$ cat config.mk
export PLATFORM = sky130hd
export DESIGN_NAME = cva6_axi_sram_responder
export DESIGN_NICKNAME = d
export VERILOG_FILES = /design/src/rtl/cva6_axi_sram_responder.sv
export SDC_FILE = /design/constraint.sdc
export NUM_CORES = 1
export LEC_CHECK = 0
export BUFFER_PORTS_ARGS = -buffer_cell sky130_fd_sc_hd__buf_4
export CORE_AREA = 3 3 301 303
export CTS_BUF_LIST = sky130_fd_sc_hd__clkbuf_8 sky130_fd_sc_hd__clkbuf_16
export DETAILED_ROUTE_END_ITERATION = 10
export DIE_AREA = 0 0 304 306
export HOLD_SLACK_MARGIN = 0.03
export SLEW_MARGIN = 30
export SYNTH_ARGS = -nofsm -noshare
export SYNTH_HDL_FRONTEND = slang
export SYNTH_SLANG_ARGS = --single-unit
$ cat constraint.sdc
create_clock -name clk_i -period 4.9 [get_ports clk_i]
set_clock_uncertainty 0.1 [all_clocks]
set_input_delay 0.245 -clock clk_i [delete_from_list [all_inputs] [get_ports clk_i]]
set_output_delay 0.245 -clock clk_i [all_outputs]
set_load 0.05 [all_outputs]
$ cat src/rtl/cva6_axi_sram_responder.sv
// AXI4 subordinate serving one transaction at a time from a single-ported SRAM. Reads and writes take turns.
// Writes run at 1 beat/cycle with B the cycle after the last W; reads take 2 cycles/beat; R is held stable under stall.
module cva6_axi_sram_responder #(
  parameter int unsigned          AddrWidth    = 64,
  parameter int unsigned          DataWidth    = 128,
  parameter int unsigned          IdWidth      = 4,
  parameter int unsigned          UserWidth    = 32,
  parameter logic [AddrWidth-1:0] BaseAddr     = AddrWidth'(64'h8000_0000),
  parameter int unsigned          MemBytes     = 65536,
  parameter int unsigned          MemAddrWidth = $clog2(MemBytes / (DataWidth / 8))
) (
  input  logic                      clk_i,
  input  logic                      rst_ni,
  input  logic                      aw_valid_i,
  output logic                      aw_ready_o,
  input  logic [IdWidth-1:0]        aw_id_i,
  input  logic [AddrWidth-1:0]      aw_addr_i,
  input  logic [7:0]                aw_len_i,
  input  logic [2:0]                aw_size_i,
  input  logic [1:0]                aw_burst_i,
  input  logic                      w_valid_i,
  output logic                      w_ready_o,
  input  logic [DataWidth-1:0]      w_data_i,
  input  logic [DataWidth/8-1:0]    w_strb_i,
  input  logic                      w_last_i,
  output logic                      b_valid_o,
  input  logic                      b_ready_i,
  output logic [IdWidth-1:0]        b_id_o,
  output logic [1:0]                b_resp_o,
  input  logic                      ar_valid_i,
  output logic                      ar_ready_o,
  input  logic [IdWidth-1:0]        ar_id_i,
  input  logic [AddrWidth-1:0]      ar_addr_i,
  input  logic [7:0]                ar_len_i,
  input  logic [2:0]                ar_size_i,
  input  logic [1:0]                ar_burst_i,
  output logic                      r_valid_o,
  input  logic                      r_ready_i,
  output logic [IdWidth-1:0]        r_id_o,
  output logic [DataWidth-1:0]      r_data_o,
  output logic [1:0]                r_resp_o,
  output logic                      r_last_o,
  output logic [UserWidth-1:0]      r_user_o,
  output logic                      mem_req_o,
  output logic                      mem_we_o,
  output logic [MemAddrWidth-1:0]   mem_addr_o,
  output logic [DataWidth-1:0]      mem_wdata_o,
  output logic [DataWidth/8-1:0]    mem_be_o,
  input  logic [DataWidth-1:0]      mem_rdata_i
);

  localparam int unsigned          OffBits    = $clog2(DataWidth / 8);
  localparam logic [AddrWidth-1:0] MemSize    = AddrWidth'(MemBytes);
  localparam logic [1:0]           RespOkay   = 2'b00;
  localparam logic [1:0]           RespSlvErr = 2'b10;
  localparam logic [1:0]           BurstFixed = 2'b00;

  typedef enum logic [2:0] {IDLE, WRITE, WRESP, RREQ, RRESP} state_e;

  state_e                 r_state;
  state_e                 w_state_nxt;
  logic [IdWidth-1:0]     r_id;
  logic [AddrWidth-1:0]   r_addr;
  logic [7:0]             r_len;
  logic [2:0]             r_size;
  logic [1:0]             r_burst;
  logic                   r_err;
  logic [7:0]             r_cnt;
  logic                   r_last_wr;

  logic [AddrWidth-1:0]   w_off;
  logic [AddrWidth-1:0]   w_step;
  logic [AddrWidth-1:0]   w_addr_nxt;
  logic                   w_in_range;
  logic                   w_beat_err;
  logic                   w_last_beat;
  logic                   w_aw_gnt;
  logic                   w_ar_gnt;
  logic                   w_adv;
  logic                   w_err_set;
  logic [MemAddrWidth-1:0] w_mem_addr;

  assign w_off       = r_addr - BaseAddr;
  assign w_in_range  = (r_addr >= BaseAddr) && (w_off < MemSize);
  assign w_beat_err  = r_err || !w_in_range;
  assign w_last_beat = (r_cnt == r_len);
  assign w_step      = AddrWidth'(1) << r_size;
  assign w_addr_nxt  = (r_burst == BurstFixed) ? r_addr
                                               : ((r_addr & ~(w_step - AddrWidth'(1))) + w_step);
  assign w_mem_addr  = MemAddrWidth'(w_off >> OffBits);
  // On a conflict the type not served last wins; r_last_wr resets to "write" so reads win first.
  assign w_aw_gnt    = aw_valid_i && (!ar_valid_i || !r_last_wr);
  assign w_ar_gnt    = ar_valid_i && (!aw_valid_i || r_last_wr);
  assign r_user_o    = '0;

  always_ff @(posedge clk_i or negedge rst_ni) begin
    if (!rst_ni) begin
      r_state <= IDLE;
    end else begin
      r_state <= w_state_nxt;
    end
  end

  always_comb begin
    w_state_nxt = r_state;
    w_adv       = 1'b0;
    w_err_set   = 1'b0;
    aw_ready_o  = 1'b0;
    ar_ready_o  = 1'b0;
    w_ready_o   = 1'b0;
    b_valid_o   = 1'b0;
    b_id_o      = '0;
    b_resp_o    = RespOkay;
    r_valid_o   = 1'b0;
    r_id_o      = '0;
    r_data_o    = '0;
    r_resp_o    = RespOkay;
    r_last_o    = 1'b0;
    mem_req_o   = 1'b0;
    mem_we_o    = 1'b0;
    mem_addr_o  = '0;
    mem_wdata_o = '0;
    mem_be_o    = '0;
    case (r_state)
      IDLE: begin
        // Readies are gated by reset so every output is low while rst_ni is asserted.
        aw_ready_o = w_aw_gnt && rst_ni;
        ar_ready_o = w_ar_gnt && rst_ni;
        if (w_aw_gnt) begin
          w_state_nxt = WRITE;
        end else if (w_ar_gnt) begin
          w_state_nxt = RREQ;
        end
      end
      WRITE: begin
        w_ready_o = 1'b1;
        if (w_valid_i) begin
          if (!w_beat_err) begin
            mem_req_o   = 1'b1;
            mem_we_o    = 1'b1;
            mem_addr_o  = w_mem_addr;
            mem_wdata_o = w_data_i;
            mem_be_o    = w_strb_i;
          end
          if (!w_in_range || (w_last_i != w_last_beat)) begin
            w_err_set = 1'b1;
          end
          if (w_last_beat) begin
            w_state_nxt = WRESP;
          end else begin
            w_adv = 1'b1;
          end
        end
      end
      WRESP: begin
        b_valid_o = 1'b1;
        b_id_o    = r_id;
        b_resp_o  = r_err ? RespSlvErr : RespOkay;
        if (b_ready_i) begin
          w_state_nxt = IDLE;
        end
      end
      RREQ: begin
        if (!w_beat_err) begin
          mem_req_o  = 1'b1;
          mem_addr_o = w_mem_addr;
        end
        w_state_nxt = RRESP;
      end
      RRESP: begin
        // The macro holds rdata until the next request, so R stays stable while stalled.
        r_valid_o = 1'b1;
        r_id_o    = r_id;
        r_data_o  = w_beat_err ? '0 : mem_rdata_i;
        r_resp_o  = w_beat_err ? RespSlvErr : RespOkay;
        r_last_o  = w_last_beat;
        if (r_ready_i) begin
          if (w_last_beat) begin
            w_state_nxt = IDLE;
          end else begin
            w_adv       = 1'b1;
            w_state_nxt = RREQ;
          end
        end
      end
      default: w_state_nxt = IDLE;
    endcase
  end

  always_ff @(posedge clk_i or negedge rst_ni) begin
    if (!rst_ni) begin
      r_id      <= '0;
      r_addr    <= '0;
      r_len     <= '0;
      r_size    <= '0;
      r_burst   <= '0;
      r_err     <= 1'b0;
      r_cnt     <= '0;
      r_last_wr <= 1'b1;
    end else begin
      if (r_state == IDLE) begin
        if (w_aw_gnt) begin
          r_id      <= aw_id_i;
          r_addr    <= aw_addr_i;
          r_len     <= aw_len_i;
          r_size    <= aw_size_i;
          r_burst   <= aw_burst_i;
          r_err     <= aw_burst_i[1];
          r_cnt     <= '0;
          r_last_wr <= 1'b1;
        end else if (w_ar_gnt) begin
          r_id      <= ar_id_i;
          r_addr    <= ar_addr_i;
          r_len     <= ar_len_i;
          r_size    <= ar_size_i;
          r_burst   <= ar_burst_i;
          r_err     <= ar_burst_i[1];
          r_cnt     <= '0;
          r_last_wr <= 1'b0;
        end
      end
      if (w_err_set) begin
        r_err <= 1'b1;
      end
      if (w_adv) begin
        r_cnt  <= r_cnt + 8'd1;
        r_addr <= w_addr_nxt;
      end
    end
  end

endmodule

After elaboration in Yosys (flattened, before gate mapping)
Cells that the tools add are included.
Storage, ports and cells
  flip-flop bits (word level): 94
  bits of input ports: 442
  word-level logic and storage cells: 120
Cells by class
  add/subtract/negate cells: 4
  $lt $le $gt $ge: 2
  eq/ne operators: 12
  shift-type cells: 1
  multiplexer cells: 65
  bitwise logic cells: 2
  reductions and logical operators: 25
Operators by type and width (number)
  2-to-1 mux 128 bit: 5
  2-to-1 mux 64 bit: 5
  adder 64 bit: 1
  bitwise AND 64 bit: 1
  >= comparator 64 x 32 -> 1 bit, second input constant: 1
  less-than comparator 64 x 17 -> 1 bit, second input constant: 1
  NOT 64 bit: 1
  left shift 1 x 3 -> 64 bit, first input constant: 1
  subtractor 64 x 1 -> 64 bit, second input constant: 1
  subtractor 64 x 32 -> 64 bit, second input constant: 1
  2-to-1 mux 16 bit: 3
  2-to-1 mux 8 bit: 6
  2-to-1 mux 12 bit: 2
  2-to-1 mux 3 bit: 8
  case mux 12 bit (2 select lines): 1
  2-to-1 mux 1 bit: 21
  2-to-1 mux 4 bit: 4
  case mux 3 bit (5 select lines): 1
  2-to-1 mux 2 bit: 7
  inequality test 2 bit, second input constant: 5
  adder 8 x 1 -> 8 bit, second input constant: 1
  == test 8 bit: 1
  == test 3 x 2 -> 1 bit, second input constant: 2
  AND reduction 2 bit: 3
  other kinds (14): 28

Longest topological paths before layout
Gate-level depths: netlist of run 1.
  word-level depth: 10
  gate-level depth with buffers: 15

Worst setup path before layout of run 1
No wires, ideal clock.
  path type: reg2reg
  start point: register r_size[2]
  end point: register r_addr[63]
  data arrival time: 3560 ps
  setup slack: 1118 ps
  cell stages (with the launch flop): 14
  path buffers: 3
  period minus slack after synthesis: 3782 ps
  cells stage by stage: dfrtp_1 > clkbuf_1 > clkbuf_1 > or3_1 > ha_1 > clkbuf_1 > inv_1 > o21ai_0 > a2111oi_0 > o221ai_1 > or2_2 > or4_1 > o221ai_1 > nor2_1
On the way
  longest elaborated chain between the ends: 7
Ends and longest elaborated chain
  from (decl): RTL line 65  | logic [2:0] r_size;
  from (signal assigned): RTL line 206  | r_size <= aw_size_i;
  from (signal assigned): RTL line 215  | r_size <= ar_size_i;
  left shift 1 x 3 -> 64 bit (*): RTL line 87  | assign w_step = AddrWidth'(1) << r_size;
  subtractor 64 x 1 -> 64 bit: RTL line 89  | : ((r_addr & ~(w_step - AddrWidth'(1))) + w_step);
  NOT 64 bit: RTL line 89
  bitwise AND 64 bit: RTL line 89
  adder 64 bit (*): RTL line 89
  2-to-1 mux 64 bit (*): RTL line 88  | assign w_addr_nxt = (r_burst == BurstFixed) ? r_addr
  2-to-1 mux 64 bit (*): RTL line 225  | if (w_adv) begin
  to (signal assigned): RTL line 204  | r_addr <= aw_addr_i;
  to (signal assigned): RTL line 213  | r_addr <= ar_addr_i;
  to (signal assigned): RTL line 227  | r_addr <= w_addr_nxt;
  to (decl): RTL line 63  | logic [AddrWidth-1:0] r_addr;
Every way passes the cells marked *; elsewhere a longest branch is shown, timed or not. The select of a mux whose other input is x is not followed.
A chain may end at the register's enable or synchronous reset.

Worst setup path after layout of run 1
  start point: register r_addr[45]
  end point: output r_data_o[118]
On the way
  longest elaborated chain between the ends: 7
  elaborated cells between the ends (all ways): 8
  classes of those cells: add/sub: 1; order compare: 2; mux: 2; reduce/logical: 3
Ends and longest elaborated chain
  subtractor 64 x 32 -> 64 bit: RTL line 83  | assign w_off = r_addr - BaseAddr;
  less-than comparator 64 x 17 -> 1 bit: RTL line 84  | assign w_in_range = (r_addr >= BaseAddr) && (w_off < MemSize);
  logical AND 1 bit (*): RTL line 84
  logical NOT 1 bit (*): RTL line 85  | assign w_beat_err = r_err || !w_in_range;
  logical OR 1 bit (*): RTL line 85
  2-to-1 mux 128 bit (*): RTL line 174  | r_data_o = w_beat_err ? '0 : mem_rdata_i;
  2-to-1 mux 128 bit (*): RTL line 124  | case (r_state)
  to (decl): RTL line 40  | output logic [DataWidth-1:0] r_data_o,
Every way passes the cells marked *; elsewhere a longest branch is shown, timed or not.

==> reports/results.ini, run 1 <==
[run_status]
status=complete, no violations

[yosys]
avgSynthCellArea_um2=7.05
ys_seq_elements=94
synth_edf_count=0
synth_cell_types=84
syn-instance-count=1393
ys_seq_area_share_pct=24.0
synth-main-ff-cell=dfrtp_1
ys_warn_count=0
synthArstFlopShare_pct=100
syn_area_mm2=0.00982

[sta]
relSlewSlack_pct=24.6
drv_slew=0
hold_viol_final=0
timing.hold.ws_ps=52.4
worst_pin_slew_ps=1120
fmaxAchievable_mhz=226
timing.setup.tns_ps=0
rsz0062_at_grt=false
min_period_ps=4430
post-route-worst-setup-slack_ps=472
setup_viol=0
fin_crit_sh_pct=90.4

[critical_path]
crit_fanout=128
critical_path.top_delay_family=simple AND/OR/NAND/NOR gates
r2r_setup_slack_ps=640
r2r_cells=10
cp_slowest_stage_delay_ps=620
reg2reg_to=r_addr[63]
start_kind=flip-flop
arrival_ps=4080
critPathBufInv=2
slowest_stage=or4_4
cp_data_required_time_ps=4550
worst_setup_path_end_kind=output pin
path_cells=or4_4, or4_1, nor3_1, xnor2_1, and3_1, nand4_2, nor3_4, buf_12, and2_1, buf_4
crit_type=reg -> out
reg2reg_from=r_size[1]

[clock_tree]
cts_setup_buffers=0
clkLatencyLatePin_ps=390
clock_path_buffers=2
clockRootBuffer=clkbuf_16
cts_tree=yes
hold_buffers=32
cts_inserted_buffers=9
cts.sinks=94
cts_resized=0
cts_htree_levels=3
clk_pin_slew_worst_paths_ps=90

[placed_design]
gp_congestion=0.979
placed_cells=3224
place_ws_ps=773
io_buffers=743
post-dp-hpwl_mm=86.5

[floorplanning]
die_area_mm2=0.0930
dieHeight_um=306
core_mm2=0.0882
io_pins=778
placementRows=109
chipWidth_um=304
initial_utilization_pct=11.1

[layout]
fin_nets=2551
final_util_pct=19.6
fin_cells=3307
area_delta_synth_final_pct=75.9
drive_gt1_share_pct=38.5
nFillCells=10100

[power]
p_per_area_mw_per_mm2=316
leakage_nw=7.99
ir_worst_vdd_mv=0.151

[min_path]
whs_path_depth=3
hold_end=r_id[1]
min_from=ar_id_i[1]
hold_path.class=in -> reg

[routing]
remaining_drc_errors=0
wl_per_cell_um=30.2
viasPerCell=4.14
vias=13700
drt-initial-drc-count=1224
drtAntennaViolNets=0
routed_wl_mm=99.7
drt_first_pass_iters=5

[global_route]
track_usage_pct=20.5
grt_overflow=0
grt_max_degree=146
antenna_found_initial=109
grt_first_pass_wirelength_mm=128
first_global_vias=13000

[job]
maxCapViolCount=0

[metrics by stage]
step                area [um^2]  power (mW)
floorplan                  9940        3.23
global placement          16600        4.56
detailed placement        16600        4.56
CTS                       17200        5.47
global route              17200        5.85
finish                    17300        5.46
[worst reg2reg max path, delay by kind of cell, from the launching register on]
family,cells,cell delay [ps]
AO/OA/AOI/OAI,4,1390
adder cells (fa/ha/maj),1,310
buffers and inverters,1,150
flip-flops,1,670
AND/OR/NAND/NOR,4,1530
[synth_stat cells, types with 6 or more instances]
cell        n  area share, %
dfrtp_1    93             24
and3_1     21            1.3
a31oi_1    31            2.0
nor4b_1     7           0.62
clkbuf_2   13           0.66
ha_1        7           0.89
buf_4      35            2.7
xor2_1     11           0.98
nand3b_1    6           0.46
o211ai_1   12           0.92
a21oi_1    81            4.1
nor4_1     15           0.96
o31ai_1     7           0.54
buf_2       6           0.31
or4_1       9           0.69
mux2i_1    18            1.8
a311oi_1    8           0.71
nand4_1    31            2.0
buf_6       9            1.0
o22ai_1     7           0.45
nand2_1   198            7.6
xnor2_1    10           0.89
inv_1      22           0.84
nor2_1     89            3.4
and2_1    302             19
a211oi_1    7           0.54
nand3_1    55            2.8
buf_1       8           0.31
clkbuf_1   67            2.6
nor3_1     37            1.9
o21ai_0    60            3.1
[report_power, final]
part | total, mW | switching, mW | internal (mW)
Clock | 0.787 | 0.424 | 0.363
Combinational | 2.99 | 1.82 | 1.16
Sequential | 1.69 | 0.582 | 1.10
[layer usage]
metal  global-route usage [%]  vias up  share of wire [%]
met5                        0        -               0.48
met4                     1.82       70                1.0
met3                     13.6      131                 14
met2                     33.2      724                 46
met1                     23.2     6489                 39
li1                         -     6267                  -
[registers in the layout, indices dropped and copies added, names as in the netlist]
| register | cells |
|---|---|
| r_addr | 64 |
| r_cnt | 8 |
| r_len | 8 |
| r_id | 4 |
| r_size | 3 |
| r_state | 3 |
| r_burst | 2 |
| r_err | 1 |
| r_last_wr | 1 |
[cell type report]
| type | instances | area, um^2 | area share (%) |
|---|---|---|---|
| inverter | 22 | 82.6 | 0.478 |
| multi-input combinational | 1172 | 6810 | 39.5 |
| timing repair buffer | 803 | 6170 | 35.8 |
| sequential | 94 | 2350 | 13.6 |
| clock buffer | 9 | 225 | 1.30 |
| clock inverter | 7 | 72.6 | 0.420 |
| antenna | 35 | 87.6 | 0.507 |
| tap | 1165 | 1460 | 8.44 |
[how the worst max path moves through the flow]
stage / startpoint / to / slack, ps / cells after the start
2_1_floorplan: r_size[2] / r_addr[63] / 1120 / 13
3_3_place_gp: r_size[1] / r_addr[63] / 820 / 10
5_1_grt: r_addr[45] / r_data_o[123] / 240 / 10
3_5_place_dp: r_size[1] / r_addr[63] / 770 / 10
6_report: r_addr[45] / r_data_o[118] / 470 / 10
4_1_cts: r_addr[45] / r_data_o[123] / 450 / 10
[cell families after synthesis]
kind of cell | after synthesis | synth area share, %
compound gates | 277 | 18.2
flops | 94 | 24.0
other cells | 1 | 0.0382
xor+xnor | 21 | 1.87
mux | 20 | 2.06
buf+inv | 160 | 8.39
simple gates | 813 | 44.6
fa+ha+maj | 7 | 0.892
[cells in the final DEF, fill, tap and decap left out, drive strengths merged, types with 18 or more instances in the layout]
cell,count
and2,303
dfrtp,93
nor3,39
diode,35
nor2,89
dlygate4sd3,32
conb,34
a21oi,82
mux2i,18
o21ai,62
nand3,55
inv,27
nand4,32
and3,21
buf,771
nand2,198
a31oi,31
(Power assumes the default switching activity.)
==> run 2, diff against run 1 <==
--- a/config.mk
+++ b/config.mk
@@ -12,5 +12,4 @@
 export DIE_AREA = 0 0 304 306
 export HOLD_SLACK_MARGIN = 0.03
-export SLEW_MARGIN = 30
 export SYNTH_ARGS = -nofsm -noshare
 export SYNTH_HDL_FRONTEND = slang
==> constraint.sdc (replaced) <==
create_clock -name clk_i -period 4.9 [get_ports clk_i]
set_clock_uncertainty 0.1 [all_clocks]
set_input_delay 0.49 -clock clk_i [delete_from_list [all_inputs] [get_ports clk_i]]
set_output_delay 0.49 -clock clk_i [all_outputs]
set_load 0.05 [all_outputs]
==> reports/results.ini, run 2 (synthesis results as in run 1) <==
[clock_tree]
clockRootBuffer=clkbuf_16
cts_inserted_buffers=9  ; unchanged
cts_tree=yes
cts_htree_levels=3  ; unchanged
clkLatencyLatePin_ps=400  ; about the same
cts_resized=0  ; unchanged
clock_path_buffers=2  ; unchanged
clk_pin_slew_worst_paths_ps=90  ; about the same
cts.sinks=94  ; unchanged

[layout]
final_util_pct=19.3  ; -0.29 points
multiInputGateArea_mm2=0.00681  ; unchanged
final_cell_mix=buf_4 (775), and2_1 (302), nand2_1 (197)
area_delta_synth_final_pct=73.2
final_common_cell=buf_4
fin_nets=2528  ; -0.90%
top_regs=r_addr x64, r_cnt x8, r_len x8
seqCellArea_mm2=0.00235  ; unchanged
top_register=r_addr
nFillCells=10100  ; +0.099%
largest_register_ffs=64  ; unchanged
drive_gt1_share_pct=39.3  ; +0.81 points

[routing]
vias=13600  ; -0.73%
drt-initial-drc-count=1116  ; -8.8%
viasPerCell=4.14  ; about the same
drtAntennaViolNets=0  ; unchanged
wl_per_cell_um=30.2  ; about the same
remaining_drc_errors=0  ; unchanged
routed_wl_mm=99.0  ; -0.78%
drt_first_pass_iters=5  ; unchanged

[critical_path]
r2r_setup_slack_ps=770  ; +130 ps
critPathBufInv=3  ; +1
crit_type=reg -> out
crit_fanout=128  ; unchanged
critical_path.top_delay_family=simple AND/OR/NAND/NOR gates
cp_data_required_time_ps=4310  ; -240 ps
worst_setup_path_end_kind=output pin
r2r_cells=10  ; unchanged
reg2reg_from=r_size[1]
reg2reg_to=r_addr[59]
cpMostUsedCell=buf_4
slowest_stage=dfrtp_1
start_kind=flip-flop
startpoint=r_addr[35]
arrival_ps=4000  ; -80 ps
path_cells=nor4_1, nand4b_1, buf_4, nor3b_1, o21ai_1, a21oi_2, nand4_2, nor3_4, buf_12, and2_1, buf_4
cp.depth=11  ; +1
crit_end=r_data_o[123]
cp_slowest_stage_delay_ps=480  ; -140 ps

[sta]
min_period_ps=4590  ; +167 ps
relSlewSlack_pct=29.5  ; +4.9 points
fin_crit_sh_pct=93.8  ; +3.4 points
setup_viol=0  ; unchanged
drv_slew=0  ; unchanged
worst_pin_slew_ps=1030  ; -87.0 ps
timing.setup.tns_ps=0  ; unchanged
fmaxAchievable_mhz=218  ; -3.6%
hold_viol_final=0  ; unchanged

[floorplanning]
core_mm2=0.0882  ; unchanged
io_pins=778  ; unchanged
chipWidth_um=304  ; unchanged
dieHeight_um=306  ; unchanged
placementRows=109  ; unchanged
initial_utilization_pct=11.1  ; unchanged
die_area_mm2=0.0930  ; unchanged

[power]
clockPowerShare_pct=15.1  ; +0.7 points
share_comb_of_total_power_pct=53.9  ; -0.8 points
ir_worst_vdd_mv=0.228  ; +51%
switchingPower_mw=2.82  ; -0.27%
seq_power_share_pct=31.0  ; about the same
p_int_mw=2.56  ; -2.6%
p_per_area_mw_per_mm2=317  ; about the same
leakage_nw=7.91  ; -1.0%
p_sw_share_pct=52.4  ; +0.60 points
total_power_mw=5.38  ; -1.4%

[min_path]
hold_path.class=in -> reg

[global_route]
grt_max_degree=146  ; unchanged
grt_overflow=0  ; unchanged
antenna_found_initial=97  ; -11%
first_global_vias=12900  ; -0.61%
grt_first_pass_wirelength_mm=126  ; -1.1%
track_usage_pct=20.3  ; -0.20 points

[placed_design]
post-dp-hpwl_mm=86.5  ; about the same
gp_congestion=0.961  ; -1.8%
io_buffers=743  ; unchanged

[job]
maxCapViolCount=0  ; unchanged

[run_status]
status=complete, no violations

## run 2: power by group through the flow
stage          clock, mW  sequential, mW  combinational (mW)
4_1_cts            0.845            1.65                2.91
6_report           0.813            1.67                2.90
3_3_place_gp           0            1.65                2.88
3_5_place_dp           0            1.66                2.90
2_1_floorplan          0            1.39                1.85
5_1_grt            0.863            1.73                3.17
## run 2: through the flow
stage	setup slack (ps)	instances	hold WS (ps)	cell area, um^2
after detailed placement	729	3229	378	16600
after global routing	-9.14	3251	178	16900
after global placement	645	3229	377	16600
after floorplan	926	1426	94.4	9940
after CTS	265	3246	158	16900
final	306	3282	200	17000
## run 2: layout make-up
cell class / count / area share [%]
sequential: 94 / 13.8
clock buffer: 9 / 1.32
timing repair buffer: 780 / 34.7
antenna: 33 / 0.486
clock inverter: 7 / 0.493
inverter: 22 / 0.486
multi-input combinational: 1172 / 40.1
tap: 1165 / 8.57
## run 2: timing repair
item,CTS,global route
endpoints found under the hold margin,25,0
hold buffers,1,0
endpoints found under the setup margin,0,2
setup buffers,0,3
## run 2: per-layer routing
layer,GRT usage (%),wire length (um)
met1,22.3,36900
met2,32.7,44700
met3,14.4,15700
met4,2.30,1170
met5,0,433
## run 2: how the worst min path moves through the flow
| stage | from | to | slack, ps | cells past startpoint |
|---|---|---|---|---|
| 6_report | r_ready_i | r_state[2] | 200 | 2 |
| 5_1_grt | r_ready_i | r_state[2] | 180 | 2 |
| 4_1_cts | r_ready_i | r_state[2] | 160 | 2 |
| 3_5_place_dp | rst_ni | r_addr[17] | 380 | 1 |
| 3_3_place_gp | rst_ni | r_addr[17] | 380 | 1 |
| 2_1_floorplan | rst_ni | r_addr[0] | 90 | 0 |
## run 2: worst reg2reg max path: stages (launching register included)
cell and delay (ps):
dfrtp_1 590, or3_1 490, ha_1 210, inv_1 100, o21ai_0 80, a2111oi_0 810
o221ai_1 350, nor3_1 400, nor4bb_1 460, o21ai_0 140, a221o_1 310
==> run 3, diff against run 2 <==
- RECOVER_POWER: default -> 100
==> reports/results.ini, run 3 (synthesis results as in run 1) <==
[floorplanning]
io_pins=778  ; unchanged
chipWidth_um=304  ; unchanged
placementRows=109  ; unchanged
core_mm2=0.0882  ; unchanged
die_area_mm2=0.0930  ; unchanged
dieHeight_um=306  ; unchanged
initial_utilization_pct=11.1  ; unchanged

[routing]
viasPerCell=4.14  ; about the same
wl_per_cell_um=30.1  ; -0.19%
vias=13600  ; -0.044%
routed_wl_mm=98.7  ; -0.28%
remaining_drc_errors=0  ; unchanged
drt_first_pass_iters=5  ; unchanged
drt-initial-drc-count=1118  ; +0.18%
drtAntennaViolNets=0  ; unchanged

[global_route]
grt_max_degree=146  ; unchanged
grt_first_pass_wirelength_mm=126  ; unchanged
antenna_found_initial=96  ; -1.0%
grt_overflow=0  ; unchanged
first_global_vias=12900  ; unchanged
track_usage_pct=20.3  ; unchanged

[sta]
worst_pin_slew_ps=2040  ; +1010 ps
relSlewSlack_pct=-36.0  ; -65 points
min_period_ps=4570  ; -26.4 ps
drv_slew=43  ; +43
timing.setup.tns_ps=0  ; unchanged
timing.hold.ws_ps=198  ; -2.60 ps
fmaxAchievable_mhz=219  ; +0.58%
hold_viol_final=0  ; unchanged
rsz0062_at_grt=false
setup_viol=0  ; unchanged
fin_crit_sh_pct=93.2  ; -0.54 points

[run_status]
violations=max-capacitance violations, max-slew violations
status=complete, but fails checks

[layout]
nFillCells=10200  ; +0.55%
area_delta_synth_final_pct=70.6
final_cell_mix=buf_4 (623), and2_1 (204), nand2_1 (197)
drive_gt1_share_pct=38.2  ; -1.1 points
largest_register_ffs=64  ; unchanged
top_register=r_addr
final_area_mm2=0.0167  ; -1.5%
fin_nets=2528  ; unchanged
top_regs=r_addr x64, r_cnt x8, r_len x8
final_common_cell=buf_4

[min_path]
hold_path.class=in -> reg
whs_path_depth=2  ; unchanged
min_from=r_ready_i
hold_end=r_state[2]

[critical_path]
r2r_setup_slack_ps=400  ; -370 ps
start_kind=flip-flop
arrival_ps=3980  ; -20 ps
r2r_cells=9  ; -1
crit_fanout=145  ; +13%
cp_data_required_time_ps=4310  ; about the same
reg2reg_to=r_addr[50]
crit_type=reg -> out
worst_setup_path_end_kind=output pin
reg2reg_from=r_len[5]

[placed_design]
gp_congestion=0.961  ; unchanged
io_buffers=743  ; unchanged
post-dp-hpwl_mm=86.5  ; unchanged
placed_area_mm2=0.0166  ; unchanged

[clock_tree]
cts_tree=yes
cts_htree_levels=3  ; unchanged
clk_pin_slew_worst_paths_ps=90  ; about the same
cts_inserted_buffers=9  ; unchanged
clock_path_buffers=2  ; unchanged
clockRootBuffer=clkbuf_16
clkLatencyLatePin_ps=400  ; about the same
cts_resized=0  ; unchanged
cts.sinks=94  ; unchanged

[power]
ir_worst_vdd_mv=0.230  ; +0.68%
p_per_area_mw_per_mm2=319  ; +0.77%
leakage_nw=7.63  ; -3.6%

[job]
maxCapViolCount=2  ; +2

run 3: layout make-up:
type	instances	area (um^2)	area share (%)
timing repair buffer	780	5700	34.0
inverter	22	82.6	0.493
sequential	94	2350	14.1
clock buffer	9	225	1.34
clock inverter	7	83.8	0.501
multi-input combinational	1172	6770	40.4
antenna	30	75.1	0.448
tap	1165	1460	8.70
run 3: how the worst max path moves through the flow:
stage               start         endpoint  slack (ps)  cells after the start
6_report       r_addr[35]  mem_wdata_o[19]         330                     11
5_1_grt        r_addr[34]     mem_be_o[15]           2                     11
4_1_cts        r_addr[43]    r_data_o[123]         260                     10
3_5_place_dp   r_addr[43]    r_data_o[123]         730                     10
3_3_place_gp   r_addr[44]    r_data_o[123]         640                     10
2_1_floorplan  r_addr[45]    mem_addr_o[0]         930                     10
run 3: repair_timing:
| item | CTS | global route |
|---|---|---|
| hold endpoints to repair | 25 | 0 |
| endpoints found under the setup margin | 0 | 2 |
| buffers inserted | 0 | 3 |
| hold buffers | 1 | 0 |
run 3: layer usage:
metal  track usage (%)  part of all wire, %  up-vias
met2              32.7                   45      757
met3              14.4                   16      129
met1              22.3                   38     6402
met4              2.30                  1.4       70
met5                 0                 0.46        -
li1                  -                    -     6217
run 3: where the power goes:
group | total [mW] | switching [mW] | internal [mW]
Clock | 0.807 | 0.437 | 0.370
Sequential | 1.67 | 0.561 | 1.10
Combinational | 2.87 | 1.81 | 1.06
run 3: through the flow:
step           total power, mW  instances  utilization, %  setup WS (ps)
4_1_cts                   5.41       3246            19.2            265
3_5_place_dp              4.56       3229            18.8            729
5_1_grt                   5.73       3251            18.9           2.19
6_report                  5.34       3279            19.0            332
2_1_floorplan             3.23       1426               -            926
3_3_place_gp              4.53       3229            18.8            645
run 3: worst max-delay path: stages, from the launching register on:
cell and delay [ps]:
dfrtp_1 480, nor4_1 460, nand4b_1 380, clkbuf_4 260, nor3b_1 180, o21ai_1 120, a21oi_2 170, nand4_2 210
nor3_1 370, buf_12 390, and2_0 230, buf_4 210
